## config.mk

```make
export PLATFORM = sky130hd
export DESIGN_NAME = alu_share_ctrl_flat
export DESIGN_NICKNAME = d
export VERILOG_FILES = /design/src/rtl/alu_share_ctrl_if.sv /design/src/rtl/alu_share_ctrl.sv /design/src/flat_wrapper.sv
export SDC_FILE = /design/constraint.sdc
export NUM_CORES = 1
export LEC_CHECK = 0
export BUFFER_PORTS_ARGS = -buffer_cell sky130_fd_sc_hd__clkbuf_2
export CELL_PAD_IN_SITES_DETAIL_PLACEMENT = 1
export CELL_PAD_IN_SITES_GLOBAL_PLACEMENT = 1
export CORE_ASPECT_RATIO = 1.5
export CORE_MARGIN = 1.5
export CORE_UTILIZATION = 37
export CTS_CLUSTER_SIZE = 20
export DETAILED_ROUTE_END_ITERATION = 7
export PLACE_DENSITY_LB_ADDON = 0.1
export SLEW_MARGIN = 20
export SYNTH_ARGS = -nofsm -noshare
export SYNTH_HDL_FRONTEND = slang
export SYNTH_SLANG_ARGS = --single-unit
export TNS_END_PERCENT = 30
```

## constraint.sdc

```tcl
create_clock -name clk -period 5.6 [get_ports clk]
set_clock_uncertainty 0.05 [all_clocks]
set_input_delay 0 -clock clk [delete_from_list [all_inputs] [get_ports clk]]
set_output_delay 0 -clock clk [all_outputs]
set_load 0.1 [all_outputs]
```

## src/rtl/alu_share_ctrl_if.sv

```systemverilog
// rtl/alu_share_ctrl_if.sv - requester, ALU and response signal bundle for alu_share_ctrl
interface alu_share_ctrl_if #(
  parameter int N = 4
);
  logic       a_req_valid;
  logic       a_req_ready;
  logic [4:0] a_op;
  logic [N:0] a_x;
  logic [N:0] a_y;
  logic       b_req_valid;
  logic       b_req_ready;
  logic [4:0] b_op;
  logic [N:0] b_x;
  logic [N:0] b_y;
  logic [4:0] alu_select;
  logic [N:0] alu_x;
  logic [N:0] alu_y;
  logic [N:0] alu_result;
  logic       resp_valid;
  logic       resp_ready;
  logic       resp_id;
  logic [N:0] resp_result;
  logic       resp_err;

  modport master (
    output a_req_valid, a_op, a_x, a_y,
    output b_req_valid, b_op, b_x, b_y,
    output alu_result, resp_ready,
    input  a_req_ready, b_req_ready,
    input  alu_select, alu_x, alu_y,
    input  resp_valid, resp_id, resp_result, resp_err
  );

  modport slave (
    input  a_req_valid, a_op, a_x, a_y,
    input  b_req_valid, b_op, b_x, b_y,
    input  alu_result, resp_ready,
    output a_req_ready, b_req_ready,
    output alu_select, alu_x, alu_y,
    output resp_valid, resp_id, resp_result, resp_err
  );
endinterface

```

## src/rtl/alu_share_ctrl.sv

```systemverilog
// rtl/alu_share_ctrl.sv - round-robin sharing of one ALU between requesters A and B
module alu_share_ctrl #(
  parameter int N          = 4,
  parameter int MUL_CYCLES = 2,
  parameter int DIV_CYCLES = 4
) (
  input  logic            clk,
  input  logic            rst,
  alu_share_ctrl_if.slave bus
);

  typedef enum logic [1:0] {
    IDLE = 2'd0,
    EXEC = 2'd1,
    RESP = 2'd2
  } state_t;

  state_t     state, state_nxt;
  logic       last_grant, last_grant_nxt;
  logic [3:0] cnt, cnt_nxt;
  logic [4:0] sel_q, sel_nxt;
  logic [N:0] x_q, x_nxt;
  logic [N:0] y_q, y_nxt;
  logic [N:0] res_q, res_nxt;
  logic       id_q, id_nxt;
  logic       err_q, err_nxt;

  logic       any_req;
  logic       grant;
  logic       accept;
  logic [4:0] g_op;
  logic [N:0] g_x;
  logic [N:0] g_y;
  logic [3:0] lat_m1;

  // On a tie the requester not served last wins; last_grant resets to B so A wins first.
  always_comb begin
    any_req = bus.a_req_valid | bus.b_req_valid;
    if (bus.a_req_valid && !bus.b_req_valid) begin
      grant = 1'b0;
    end else if (bus.b_req_valid && !bus.a_req_valid) begin
      grant = 1'b1;
    end else begin
      grant = ~last_grant;
    end
  end

  assign bus.a_req_ready = !rst && (state == IDLE) && any_req && !grant;
  assign bus.b_req_ready = !rst && (state == IDLE) && any_req && grant;
  assign accept          = bus.a_req_ready | bus.b_req_ready;

  assign g_op = grant ? bus.b_op : bus.a_op;
  assign g_x  = grant ? bus.b_x  : bus.a_x;
  assign g_y  = grant ? bus.b_y  : bus.a_y;

  always_comb begin
    case (g_op)
      5'd4:    lat_m1 = 4'(MUL_CYCLES - 1);
      5'd5:    lat_m1 = 4'(DIV_CYCLES - 1);
      default: lat_m1 = 4'd0;
    endcase
  end

  always_comb begin
    state_nxt      = state;
    last_grant_nxt = last_grant;
    cnt_nxt        = cnt;
    sel_nxt        = sel_q;
    x_nxt          = x_q;
    y_nxt          = y_q;
    res_nxt        = res_q;
    id_nxt         = id_q;
    err_nxt        = err_q;
    case (state)
      IDLE: begin
        if (accept) begin
          sel_nxt        = g_op;
          x_nxt          = g_x;
          y_nxt          = g_y;
          id_nxt         = grant;
          last_grant_nxt = grant;
          if (g_op <= 5'd10) begin
            cnt_nxt   = lat_m1;
            state_nxt = EXEC;
          end else begin
            // Unknown op codes never touch the ALU; they answer with an error at once.
            res_nxt   = '0;
            err_nxt   = 1'b1;
            state_nxt = RESP;
          end
        end
      end
      EXEC: begin
        if (cnt != 4'd0) begin
          cnt_nxt = cnt - 4'd1;
        end else begin
          res_nxt   = bus.alu_result;
          err_nxt   = 1'b0;
          state_nxt = RESP;
        end
      end
      RESP: begin
        if (bus.resp_ready) begin
          state_nxt = IDLE;
        end
      end
      default: state_nxt = IDLE;
    endcase
  end

  always_ff @(posedge clk or posedge rst) begin
    if (rst) begin
      state      <= IDLE;
      last_grant <= 1'b1;
      cnt        <= '0;
      sel_q      <= '0;
      x_q        <= '0;
      y_q        <= '0;
      res_q      <= '0;
      id_q       <= 1'b0;
      err_q      <= 1'b0;
    end else begin
      state      <= state_nxt;
      last_grant <= last_grant_nxt;
      cnt        <= cnt_nxt;
      sel_q      <= sel_nxt;
      x_q        <= x_nxt;
      y_q        <= y_nxt;
      res_q      <= res_nxt;
      id_q       <= id_nxt;
      err_q      <= err_nxt;
    end
  end

  assign bus.alu_select  = sel_q;
  assign bus.alu_x       = x_q;
  assign bus.alu_y       = y_q;
  assign bus.resp_valid  = (state == RESP);
  assign bus.resp_id     = id_q;
  assign bus.resp_result = res_q;
  assign bus.resp_err    = err_q;

endmodule
```

## src/flat_wrapper.sv

```systemverilog
// flat-port wrapper written by rule: the top's interface ports become plain ports
module alu_share_ctrl_flat 
#(
  parameter int N          = 4,
  parameter int MUL_CYCLES = 2,
  parameter int DIV_CYCLES = 4
)
  (clk, rst, bus_a_req_valid, bus_a_op, bus_a_x, bus_a_y, bus_b_req_valid, bus_b_op, bus_b_x, bus_b_y, bus_alu_result, bus_resp_ready, bus_a_req_ready, bus_b_req_ready, bus_alu_select, bus_alu_x, bus_alu_y, bus_resp_valid, bus_resp_id, bus_resp_result, bus_resp_err);
  alu_share_ctrl_if #(.N(N)) bus_i ();
  input  logic clk;
  input  logic rst;
  input wire logic [$bits(bus_i.a_req_valid)-1:0] bus_a_req_valid;
  input wire logic [$bits(bus_i.a_op)-1:0] bus_a_op;
  input wire logic [$bits(bus_i.a_x)-1:0] bus_a_x;
  input wire logic [$bits(bus_i.a_y)-1:0] bus_a_y;
  input wire logic [$bits(bus_i.b_req_valid)-1:0] bus_b_req_valid;
  input wire logic [$bits(bus_i.b_op)-1:0] bus_b_op;
  input wire logic [$bits(bus_i.b_x)-1:0] bus_b_x;
  input wire logic [$bits(bus_i.b_y)-1:0] bus_b_y;
  input wire logic [$bits(bus_i.alu_result)-1:0] bus_alu_result;
  input wire logic [$bits(bus_i.resp_ready)-1:0] bus_resp_ready;
  output wire logic [$bits(bus_i.a_req_ready)-1:0] bus_a_req_ready;
  output wire logic [$bits(bus_i.b_req_ready)-1:0] bus_b_req_ready;
  output wire logic [$bits(bus_i.alu_select)-1:0] bus_alu_select;
  output wire logic [$bits(bus_i.alu_x)-1:0] bus_alu_x;
  output wire logic [$bits(bus_i.alu_y)-1:0] bus_alu_y;
  output wire logic [$bits(bus_i.resp_valid)-1:0] bus_resp_valid;
  output wire logic [$bits(bus_i.resp_id)-1:0] bus_resp_id;
  output wire logic [$bits(bus_i.resp_result)-1:0] bus_resp_result;
  output wire logic [$bits(bus_i.resp_err)-1:0] bus_resp_err;
  assign bus_i.a_req_valid = bus_a_req_valid;
  assign bus_i.a_op = bus_a_op;
  assign bus_i.a_x = bus_a_x;
  assign bus_i.a_y = bus_a_y;
  assign bus_i.b_req_valid = bus_b_req_valid;
  assign bus_i.b_op = bus_b_op;
  assign bus_i.b_x = bus_b_x;
  assign bus_i.b_y = bus_b_y;
  assign bus_i.alu_result = bus_alu_result;
  assign bus_i.resp_ready = bus_resp_ready;
  assign bus_a_req_ready = bus_i.a_req_ready;
  assign bus_b_req_ready = bus_i.b_req_ready;
  assign bus_alu_select = bus_i.alu_select;
  assign bus_alu_x = bus_i.alu_x;
  assign bus_alu_y = bus_i.alu_y;
  assign bus_resp_valid = bus_i.resp_valid;
  assign bus_resp_id = bus_i.resp_id;
  assign bus_resp_result = bus_i.resp_result;
  assign bus_resp_err = bus_i.resp_err;
  alu_share_ctrl #(.N(N), .MUL_CYCLES(MUL_CYCLES), .DIV_CYCLES(DIV_CYCLES)) u_core (.clk(clk), .rst(rst), .bus(bus_i));
endmodule
```

==> impl_results.md, run 1 <==
- Outcome: finished clean
- Period utilization: 44.4%
- Initial antenna violation count: 0
- I/O Buffers: 64
- Pin count of the biggest net entering global routing: 30
- Crit Path Class: reg -> reg
- Root Driver: clkbuf_8
- DIE WIDTH: 54.5 um
- Synthesized instance count: 149
- Cts repair resizes: 0
- Clock latency on the worst-skew pair: 290 ps
- Final #Nets: 284
- TritonCTS clock tree: yes
- CP Capture Type: flip-flop
- CTS max path bufs: 2
- DR WL met2: approximately 2600 um
- 1st-pass router iterations: 4
- # rows: 27
- Crit Path Max Fanout: 14
- Final Max Slew Viols: 0
- FFs w/ async S/R, synth: 100%
- FF-to-FF setup slack: 3110 ps
- Sequential area share after synthesis: 49.3%
- Worst r2r src: u_core.state[1]
- Drt wl/cell: 16.3 um
- DP HPWL: 3120 um
- First-pass GRT wire length: about 7700 um
- Reg2Reg Depth: 6
- CP required: 5770 ps
- CTS clock-pin slew for the worst setup and hold paths: 60 ps
- Crit path from: u_core.state[1]
- Synth Flop Type: dfrtp_1
- Fin Setup TNS: 0 ps
- Critical path data arrival time: 2660 ps
- Hold_sp: bus_a_op[3]
- Fmax: about 400 MHz
- Remaining DRCs: 0
- Via count: 1508
- Initial drt markers: 20
- Highest routed layer: met4
- Synth top area share: 47.5%
- CP Launch Type: flip-flop
- H-Tree Depth: 2
- Share of cells above drive strength 1: 34.4%
- Top cells by area, synth: dfrtp_1 (48%), nand2_1 (8.9%), a22oi_1 (5.6%)
- Synthesized flop and latch total: 29
- Syn Std Cell Area: 1470 sq um
- Area delta synth->final: 49.1%
- Worst hold slack: 19.7 ps
- IO Pins: 65
- Synth unique cells: 38
- Metal-1 WL: 1710 um
- Worst hold path type: in -> reg
- Ant diodes: 0
- Final number of setup-violating endpoints: 0
- Sink Count: 29
- DR vias/cell: 5.25
- Number of synthesized flops with an enable pin: 0
- Die height: 80.3 um
- Tightest Pin Transition: 808 ps
- Mapped Nets: 190
- Gpl congestion: about 0.72
- Final WL: 4690 um
- Routed wl met3: 228 um
- Synth area leader: dfrtp_1
- Core Region: 3750 sq um
- Worst r2r dst: u_core.bus.alu_y[0]
- Vias in the first global route: 1659
- Post-DRT Antenna Nets: 0
- Gr usage total: 24.6%
- Die ar.: 4380 sq um
- Syn_area_per_cell: between 9 and 10 sq um
- CTS buffer count: 5
- Congestion Overflow GR: 0
- Hold endpoint: u_core.bus.alu_select[3]
- Initial core utilization: 39.3%
- YS warnings: 0
- Worst Hold Path Cells: 3
- Tmin final: 2490 ps
- Final Hold Viols: 0
- RSZ-0062 raised after global routing: no
- Max Cap Viol: 0
- Worst rel slew slack: a little under half
==> cells in the final DEF, fill, tap and decap left out, types with 2 or more instances in the layout <==
cell type	instances
clkbuf_2	64
nand2_1	35
dfrtp_1	28
dlygate4sd3_1	27
inv_1	11
a22oi_1	11
mux2i_1	7
o21ai_0	7
clkbuf_8	6
nor3_1	4
or3_1	4
a21o_1	2
nor2_1	2
inv_2	2
mux2i_2	2
mux2_4	2
nor3b_1	2
nor2b_1	2
and2_1	2
a21oi_1	2
clkbuf_1	2
==> per-stage QoR <==
stage | std cells | worst slack, ps | instance area [sq um] | utilization (%)
2_1_floorplan | 149 | 3280 | 1470 | -
3_3_place_gp | 252 | 3530 | 1840 | 49.0
3_5_place_dp | 252 | 3450 | 1840 | 49.0
4_1_cts | 287 | 3130 | 2200 | 58.6
5_1_grt | 287 | 2900 | 2200 | 58.6
6_report | 287 | 3110 | 2200 | 58.6
==> state kept, by name (all words and copies together) (netlist names) <==
| register | cells |
|---|---|
| u_core.bus.resp_id | 1 |
| u_core.bus.alu_y | 5 |
| u_core.last_grant | 1 |
| u_core.bus.alu_x | 5 |
| u_core.state | 2 |
| u_core.cnt | 4 |
| u_core.bus.resp_err | 1 |
| u_core.bus.resp_result | 5 |
| u_core.bus.alu_select | 5 |
==> cell type report <==
cell class | count | area [sq um]
fillers | 448 | 1550
inverters | 13 | 48.8
flip-flops and latches | 29 | 727
repair buffers | 92 | 598
well taps | 43 | 53.8
multi-input cells | 102 | 679
clock buffers | 8 | 90.1
==> worst max-delay path, cell delays in order (launching register included) <==
cell,delay (ps)
dfrtp_1,520
nor3_1,270
o21ai_1,120
nor2b_1,650
nand2_1,170
nand2_1,100
dlygate4sd3_1,540
==> worst max-delay path by stage <==
stage	endpoint	cells past startpoint	slack (ps)
detailed placement	bus_a_req_ready	4	3450
CTS	bus_a_req_ready	4	3130
finish	u_core.bus.alu_y[0]	6	3110
floorplan	u_core.bus.alu_x[0]	5	3280
global route	u_core.bus.alu_y[0]	6	2900
global placement	bus_a_req_ready	4	3530
==> metal layers <==
layer / vias up / GRT usage, %
met2: 49 / 44.3
met1: 743 / 25.4
li1: 703 / -
met3: 13 / 7.06
met4: 0 / 10.0
met5: - / 0
==> cells in the mapped netlist, types with 2 or more instances <==
cell / instances
mux2i_1: 7
o21ai_0: 7
and2_1: 2
mux2i_2: 2
or3_1: 4
clkbuf_1: 4
nor2b_1: 2
nor3b_1: 2
a21oi_1: 2
mux2_4: 2
a21o_1: 2
inv_1: 12
nor2_1: 2
nand2_1: 35
nor3_1: 4
a22oi_1: 11
dfrtp_1: 28
==> cell families (layout without fill, tap and decap cells) <==
family          after synthesis  after routing  share of synthesized area [%]
fa+ha+maj                     2              2                           1.78
simple gates                 55             55                           17.1
mux                          12             12                           10.2
flops                        29             29                           49.3
buf+inv                      18            113                           4.58
compound gates               33             33                           17.0
==> timing repair <==
action                                 4_1_cts  5_1_grt
buffers inserted                             0        0
hold buffers                                27        0
endpoints found under the hold margin       44        0
Power of run 1 is not shown: default switching activity piles up to over one toggle a cycle in this logic, so the estimate is an artifact.
==> run 2: changes to the inputs <==
CORE_UTILIZATION = 31   (was 37)
clock period = 2.15 ns   (was 5.6 ns; I/O delays follow)
==> impl_results.md, run 2 (same netlist as run 1, synthesis figures left out) <==
- Outcome: finished clean
- Congestion Overflow GR: 0 (unchanged)
- Critical path data arrival time: 2170 ps (-490 ps)
- DR vias/cell: 4.81 (-8.5%)
- 1st-pass router iterations: 4 (unchanged)
- Drt wl/cell: 15.2 um (-6.8%)
- Max Cap Viol: 0 (unchanged)
- Area delta synth->final: 57.0%
- DIE WIDTH: 59.3 um (+8.7%)
- Final #Nets: 289 (+1.8%)
- Final number of setup-violating endpoints: 0 (unchanged)
- Worst hold path type: in -> reg
- IO Pins: 65 (unchanged)
- Clock latency on the worst-skew pair: 280 ps (about the same)
- Sequential cell area: 727 sq um (unchanged)
- Final WL: 4770 um (+1.7%)
- Commonest cells after routing, fill and taps aside: clkbuf_2 (62), nand2_1 (35), dfrtp_1 (28)
- Final Max Slew Viols: 0 (unchanged)
- Postcts setup bufs: 0 (unchanged)
- Remaining DRCs: 0 (unchanged)
- Die height: 87.5 um (+8.9%)
- Fin Setup TNS: 0 ps (unchanged)
- TritonCTS clock tree: yes
- Fillers: 534 (+19%)
- Fmax: 494 MHz (+23%)
- H-Tree Depth: 2 (unchanged)
- Worst rel slew slack: 62.7% (+17 points)
- Pin count of the biggest net entering global routing: 18 (-40%)
- CTS buffer count: 5 (unchanged)
- Sink Count: 29 (unchanged)
- Via count: 1504 (-0.27%)
- # rows: 30 (+11%)
- Vias in the first global route: 1656 (-0.18%)
- Finished Core Util: 51.0% (-7.6 points)
- DP HPWL: 3210 um (+3.0%)
- CP required: 2290 ps (-3480 ps)
- Tmin final: 2020 ps (-464 ps)
- Gpl congestion: 0.718 (-0.57%)
- CP Capture Type: flip-flop
- Die ar.: 5190 sq um (+18%)
- Crit Path Class: reg -> reg
- CP Launch Type: flip-flop
- Post-DRT Antenna Nets: 0 (unchanged)
- Initial drt markers: 66 (+230%)
- Crit Path Max Fanout: 7 (-7)
- Period utilization: 94.1% (+50 points)
- Initial core utilization: 32.5% (-6.9 points)
- Final Hold Viols: 0 (unchanged)
- RSZ-0062 raised after global routing: no
- CTS clock-pin slew for the worst setup and hold paths: 60 ps (about the same)
- I/O Buffers: 64 (unchanged)
- Ant diodes: 0 (unchanged)
- Initial antenna violation count: 0 (unchanged)
- Gr usage total: 20.5% (-4.1 points)
- Core Region: 4540 sq um (+21%)
- Tightest Pin Transition: 562 ps (-246 ps)
- Share of cells above drive strength 1: 36.5% (+2.1 points)
- Root Driver: clkbuf_8
- CTS max path bufs: 2 (unchanged)
- Multi-input combinational cell area: 713 sq um (+5.0%)
- Commonest non-fill, non-tap cell in the layout: clkbuf_2
- First-pass GRT wire length: 7880 um (+2.0%)
[run 2: worst max-delay path, stage by stage, from the launching register on]
cell     delay, ps
dfstp_2        550
maj3_4         270
mux2i_2        340
a21oi_1        150
o21ai_4        310
mux2i_1        260
[run 2: path summary, 6_finish.rpt]
path / slack, ps / cells past startpoint / from / end
max reg2reg: 130 / 5 / u_core.last_grant / u_core.bus.resp_result[2]
min: 30 / 3 / bus_a_op[1] / u_core.bus.alu_select[1]
max in group asynchronous: 1130 / 4 / rst / u_core.bus.resp_result[0]
min reg2reg: 430 / 2 / u_core.bus.alu_select[3] / u_core.bus.alu_select[3]
min in group asynchronous: 290 / 3 / rst / u_core.bus.alu_y[4]
max: 130 / 5 / u_core.last_grant / u_core.bus.resp_result[2]
[run 2: final cells by class]
class	instances	share of cell area, %
inverters	13	2.11
multi-input cells	102	30.8
well taps	64	3.46
repair buffers	97	28.8
flip-flops and latches	29	31.4
clock buffers	8	3.46
[run 2: per-layer routing]
metal	track usage (%)	vias to the layer above	share of wire [%]
li1	-	715	-
met1	22.2	734	36
met2	37.1	45	57
met3	4.46	10	3.8
met4	8.88	0	2.3
met5	0	-	0
[run 2: metrics by stage]
stage / hold WS, ps / std cells / cell area (sq um) / setup slack (ps)
6_report: 34.5 / 313 / 2310 / 126
5_1_grt: 80.1 / 313 / 2310 / 23.8
4_1_cts: 31.1 / 313 / 2300 / 48.4
3_5_place_dp: 17.9 / 278 / 1930 / 57.2
3_3_place_gp: -5.80 / 278 / 1930 / 185
2_1_floorplan: 27.4 / 149 / 1480 / 276
[run 2: timing repair]
action                                  in CTS  in global routing
hold endpoints to repair                    27                  0
hold buffers                                27                  0
endpoints found under the setup margin       1                  2
resized for setup                            2                  3
Power of run 2 is left out for the same reason.
